==> config.mk <==
export PLATFORM = sky130hd
export DESIGN_NAME = imm_pack
export DESIGN_NICKNAME = d
export VERILOG_FILES = /design/src/rtl/imm_pack_pkg.sv /design/src/rtl/imm_pack_scatter.sv /design/src/rtl/imm_pack.sv
export SDC_FILE = /design/constraint.sdc
export NUM_CORES = 1
export LEC_CHECK = 0
export CAP_MARGIN = 20
export CORE_MARGIN = 4
export CORE_UTILIZATION = 50
export CTS_BUF_LIST = sky130_fd_sc_hd__clkbuf_4 sky130_fd_sc_hd__clkbuf_8 sky130_fd_sc_hd__clkbuf_16
export DETAILED_ROUTE_END_ITERATION = 10
export PLACE_DENSITY = 0.85
export SYNTH_ARGS = -nofsm -noshare
export SYNTH_HDL_FRONTEND = slang
export SYNTH_SLANG_ARGS = --single-unit
==> constraint.sdc <==
create_clock -name clk -period 3.66 [get_ports clk]
set_input_delay 0.366 -clock clk [delete_from_list [all_inputs] [get_ports clk]]
set_output_delay 0.366 -clock clk [all_outputs]
set_load 0.05 [all_outputs]
==> src/rtl/imm_pack_pkg.sv <==
// imm_pack shared types: format codes, legal immediate ranges
// per format, and the payload carried through both stages.
package imm_pack_pkg;

  localparam logic [1:0] IMM_I = 2'b00;
  localparam logic [1:0] IMM_S = 2'b01;
  localparam logic [1:0] IMM_B = 2'b10;
  localparam logic [1:0] IMM_J = 2'b11;

  localparam logic signed [31:0] IS_MIN = -32'sd2048;
  localparam logic signed [31:0] IS_MAX = 32'sd2047;
  localparam logic signed [31:0] B_MIN  = -32'sd4096;
  localparam logic signed [31:0] B_MAX  = 32'sd4094;
  localparam logic signed [31:0] J_MIN  = -32'sd1048576;
  localparam logic signed [31:0] J_MAX  = 32'sd1048574;

  typedef struct packed {
    logic [31:0] instr;
    logic        err;
  } stage_t;

endpackage

==> src/rtl/imm_pack_scatter.sv <==
// imm_scatter: places a signed immediate into RV32 I/S/B/J bit
// positions and flags out-of-range or odd B/J offsets.
module imm_scatter
  import imm_pack_pkg::*;
(
  input  logic [1:0]  imm_src,
  input  logic [31:0] imm,
  input  logic [6:0]  opcode,
  input  logic [4:0]  rd,
  input  logic [2:0]  funct3,
  input  logic [4:0]  rs1,
  input  logic [4:0]  rs2,
  output stage_t      pay
);

  logic signed [31:0] simm;
  assign simm = imm;

  always_comb begin
    pay = '0;
    unique case (1'b1)
      (imm_src == IMM_I): begin
        pay.instr = {imm[11:0], rs1, funct3,
                     rd, opcode};
        pay.err = (simm < IS_MIN) | (simm > IS_MAX);
      end
      (imm_src == IMM_S): begin
        pay.instr = {imm[11:5], rs2, rs1, funct3,
                     imm[4:0], opcode};
        pay.err = (simm < IS_MIN) | (simm > IS_MAX);
      end
      (imm_src == IMM_B): begin
        pay.instr = {imm[12], imm[10:5], rs2, rs1,
                     funct3, imm[4:1], imm[11],
                     opcode};
        pay.err = (simm < B_MIN) | (simm > B_MAX)
                | imm[0];
      end
      (imm_src == IMM_J): begin
        pay.instr = {imm[20], imm[10:1], imm[11],
                     imm[19:12], rd, opcode};
        pay.err = (simm < J_MIN) | (simm > J_MAX)
                | imm[0];
      end
      default: pay = '0;
    endcase
  end

endmodule

==> src/rtl/imm_pack.sv <==
// imm_pack: two-stage valid/ready instruction packer with a
// saturating count of emitted error beats.
module imm_pack
  import imm_pack_pkg::*;
(
  input  logic        clk,
  input  logic        rstn,
  input  logic        in_valid,
  output logic        in_ready,
  input  logic [1:0]  in_imm_src,
  input  logic [31:0] in_imm,
  input  logic [6:0]  in_opcode,
  input  logic [4:0]  in_rd,
  input  logic [2:0]  in_funct3,
  input  logic [4:0]  in_rs1,
  input  logic [4:0]  in_rs2,
  output logic        out_valid,
  input  logic        out_ready,
  output logic [31:0] out_instr,
  output logic        out_err,
  output logic [15:0] err_count
);

  stage_t pay;
  stage_t s1_q;
  stage_t s2_q;
  logic   s1_valid;
  logic   s2_valid;
  logic   s1_en;
  logic   s2_en;

  imm_scatter u_scatter (
    .imm_src (in_imm_src),
    .imm     (in_imm),
    .opcode  (in_opcode),
    .rd      (in_rd),
    .funct3  (in_funct3),
    .rs1     (in_rs1),
    .rs2     (in_rs2),
    .pay     (pay)
  );

  // A stage may load when it is empty or its
  // contents move on this cycle.
  assign s2_en    = !s2_valid | out_ready;
  assign s1_en    = !s1_valid | s2_en;
  assign in_ready = s1_en;

  assign out_valid = s2_valid;
  assign out_instr = s2_q.instr;
  assign out_err   = s2_q.err;

  always_ff @(posedge clk) begin
    if (!rstn) begin
      s1_valid  <= 1'b0;
      s2_valid  <= 1'b0;
      s1_q      <= '0;
      s2_q      <= '0;
      err_count <= '0;
    end else begin
      if (s1_en) begin
        s1_valid <= in_valid;
        if (in_valid) s1_q <= pay;
      end
      if (s2_en) begin
        s2_valid <= s1_valid;
        if (s1_valid) s2_q <= s1_q;
      end
      if (s2_valid && out_ready && s2_q.err
          && err_count != 16'hFFFF)
        err_count <= err_count + 16'd1;
    end
  end

endmodule

==> impl_summary.md <==
Outcome
The flow ran to the end, and the final reports show no timing, DRC or antenna violations.

Placed design
The instance count after placement with tap cells included is 619. After legalization and detailed placement, the total HPWL measured 6721 um. Routability-driven placement finished with a final weighted congestion of approximately 0.84. The count of input and output buffers is 113.

STA
For the final database, setup skew stands at approximately 0.0079 ns. In the final timing run, aggregate negative setup slack is 0 ns. For the pin with the worst max-slew slack, the measured transition is approximately 0.74 ns.

The routed design could run at a clock period as short as 2.189 ns. Setup violations remaining at the end of the flow were counted as 0. The final number of hold-violating endpoints came to 0. The number of pins exceeding their max-slew limit in the final report is 0.

The worst slew margin relative to its limit is 50.72%. Setup repair after global routing left no endpoint under its margin. Timing would allow up to around 460 MHz. The final critical path takes up 59.80% of the cycle.

Clock network
The number of setup buffers added after CTS is 0. The number of buffers inserted for hold repair after clock tree synthesis is 0. The H-tree was split into 3 levels. The worst-skew pair later-pin latency is 0.35 ns. The worst-case clock buffer depth is 2. The clock-pin slew reported for the worst setup and hold paths after clock tree synthesis is 0.09 ns. The number of buffers inserted during clock tree synthesis is 9. Once the clock tree was built, the resizer swapped 0 gates to a different size.

CTS placed an instance of sky130_fd_sc_hd__clkbuf_8 at the clock tree root. TritonCTS built the clock tree. The clock sink count is 84.

Finish
0 antenna diodes ended up in the layout. The layout-stage area growth over the synthesis result is 39.14%. The count of cells in the finished layout, fillers not included, comes to 635. The most common cell after layout, fill and taps aside is sky130_fd_sc_hd__clkdlybuf4s50_1. The post-route core utilization is 72.79%. Cells with a size suffix above 1 make up 6.865% of the layout.

For this run, the post-layout net count is 598. The library cells used most frequently in the layout, excluding fill and tap cells, are 113 x sky130_fd_sc_hd__clkdlybuf4s50_1, 110 x sky130_fd_sc_hd__nand2_1, 84 x sky130_fd_sc_hd__dfxtp_1.

Yosys
The unique cell type count in the Yosys netlist is 44. Dividing the synthesized area by the synthesized cell count gives 8.318 sq um. The post-synthesis net count is ~500. The leading register cell type out of synthesis is sky130_fd_sc_hd__dfxtp_1.

After synthesis, the share of flip-flops with an asynchronous set or reset is 0%. In this run the cell area of the synthesized design comes to 3593 sq um. Counting every instance in the synthesized netlist gives 432. The count of flip-flops with a built-in enable after synthesis is 0. In this run, synthesis produced a sequential element count of 84. The count of warnings emitted by yosys is 0.

The share of the Yosys chip area taken by registers is 46.80%.

Worst setup path
The worst setup path is of the in -> out kind. The critical path data arrival time is around 1.8 ns. For flop-to-flop paths, the worst setup slack is between 1.5 and 2 ns. The largest fanout of any net on the critical path is 3. The element type at the critical path start is a primary input.

The worst setup path is captured at an output port. Data on the critical path is required at its endpoint by 3.29 ns.

Drt
The wire length after detailed routing is 9250 um. Dividing the detail-routed wire length by the instance count gives 14.57 um. The first detailed-routing pass took 4 iterations. The routed layout has 3415 vias. In this run, the number of DRC markers left after iteration 0 of detailed routing was 125. The remaining antenna violation count is 0. In the routed design, unresolved DRC markers number 0. Dividing the detail-routed via count by the number of cells gives approximately 5.4.

Die
The die extent in x is between 90 and 100 um. The die covers 8607 sq um. The standard-cell row count is 30. The starting density of the core is 52.31%. The core footprint is 6869 sq um. For this design the top-level I/O count stands at 114. The floorplan step set the die height to around 93 um.

Run
Max-cap violations in this run came to 0.

Global route
The combined global-route utilization of all metal layers is 21.76%. The first-pass GRT wire length is 15090 um. The pin count of the biggest net entering global routing is 37.

The via count of the first global-routing pass is 3219. The number of antenna violations at the first check in global routing came to 0. After global routing the overflow that remains totals 0.

Pwr
The largest voltage drop on the vdd net is 0.0001679 V. In this run the power density over the cells is 395.1 nW/um^2. Total power for the finished layout comes to approximately 2000 uW. The leakage power of the design is between 0.0015 and 0.002 uW.

Hold path
The type of the worst min-delay path is reg -> reg.
layout make-up:
class	instances	area, sq um
Clock inverter	7	98.84
Multi-Input combinational cell	316	1784
Sequential cell	84	1682
Tap cell	96	120.1
Clock buffer	9	123.9
Fill cell	538	1869
Inverter	4	15.01
Timing Repair Buffer	119	1176
critical path, stage by stage:
cell and delay, ns:
sky130_fd_sc_hd__clkdlybuf4s50_1 0.49, sky130_fd_sc_hd__nand3b_1 0.15, sky130_fd_sc_hd__clkdlybuf4s50_1 0.82
path summary, 6_finish.rpt:
path,end,startpoint,depth (start not counted)
hold reg to reg,out_instr[23],s1_q[24],2
setup reg to reg,err_count[3],err_count[1],6
hold / removal,out_instr[23],s1_q[24],2
setup / recovery,in_ready,out_ready,3
layer usage:
| metal | share of wire, % | track usage [%] |
|---|---|---|
| met5 | 0 | 0 |
| met4 | 2.0 | 8.303 |
| met3 | 6.7 | 6.255 |
| met2 | 47 | 33.95 |
| met1 | 45 | 28.44 |
cells in the mapped netlist (2+ instances only):
cell type | instances | area [sq um]
sky130_fd_sc_hd__inv_1 | 3 | 11.26
sky130_fd_sc_hd__a21oi_1 | 52 | 260.3
sky130_fd_sc_hd__xor2_1 | 4 | 35.03
sky130_fd_sc_hd__nor3_1 | 4 | 20.02
sky130_fd_sc_hd__and3_1 | 4 | 25.02
sky130_fd_sc_hd__nor2b_1 | 6 | 37.54
sky130_fd_sc_hd__buf_2 | 2 | 10.01
sky130_fd_sc_hd__o41ai_1 | 2 | 17.52
sky130_fd_sc_hd__clkbuf_1 | 23 | 86.33
sky130_fd_sc_hd__nand4_1 | 7 | 43.79
sky130_fd_sc_hd__nand2b_1 | 2 | 12.51
sky130_fd_sc_hd__nor2_1 | 31 | 116.4
sky130_fd_sc_hd__nand2_1 | 110 | 412.9
sky130_fd_sc_hd__o21a_1 | 2 | 15.01
sky130_fd_sc_hd__mux2i_1 | 11 | 110.1
sky130_fd_sc_hd__buf_4 | 2 | 15.01
sky130_fd_sc_hd__xnor2_1 | 6 | 52.55
sky130_fd_sc_hd__or3_1 | 2 | 12.51
sky130_fd_sc_hd__o21ai_0 | 4 | 20.02
sky130_fd_sc_hd__nand4_4 | 2 | 42.54
sky130_fd_sc_hd__nor4_2 | 2 | 25.02
sky130_fd_sc_hd__o211ai_1 | 4 | 30.03
sky130_fd_sc_hd__and3_2 | 2 | 15.01
sky130_fd_sc_hd__nor4_1 | 5 | 31.28
sky130_fd_sc_hd__nor4_4 | 3 | 63.81
sky130_fd_sc_hd__a311oi_1 | 8 | 70.07
sky130_fd_sc_hd__a211oi_1 | 13 | 97.59
sky130_fd_sc_hd__nand3_1 | 17 | 85.08
sky130_fd_sc_hd__dfxtp_1 | 84 | 1682
state kept, by name (all words and copies together), names as in the netlist:
signal / cells
err_count: 16
out_err: 1
out_instr: 32
out_valid: 1
s1_q: 33
s1_valid: 1
where the power goes:
| part | total [uW] | internal (uW) | switching (uW) |
|---|---|---|---|
| registers | 970 | 950 | 20.0 |
| clock network | 736 | 389 | 347 |
| logic | 268 | 121 | 147 |
through the flow:
step	hold slack [ns]	setup WS [ns]	cell area [sq um]
3_5_place_dp	0.4453	1.250	4777
3_3_place_gp	0.4379	1.381	4777
5_1_grt	0.4758	1.425	5000
2_1_floorplan	0.4321	1.634	3593
6_report	0.4567	1.471	5000
4_1_cts	0.4579	1.462	5000
kinds of logic after synthesis:
kind of cell,count (synthesis),synth area share (%)
compound gates,92,15.88
xor+xnor,11,2.890
fa+ha+maj,1,0.3481
buf+inv,32,3.830
flops,84,46.80
mux,11,3.064
simple gates,201,27.19
(Power assumes the default switching activity.)
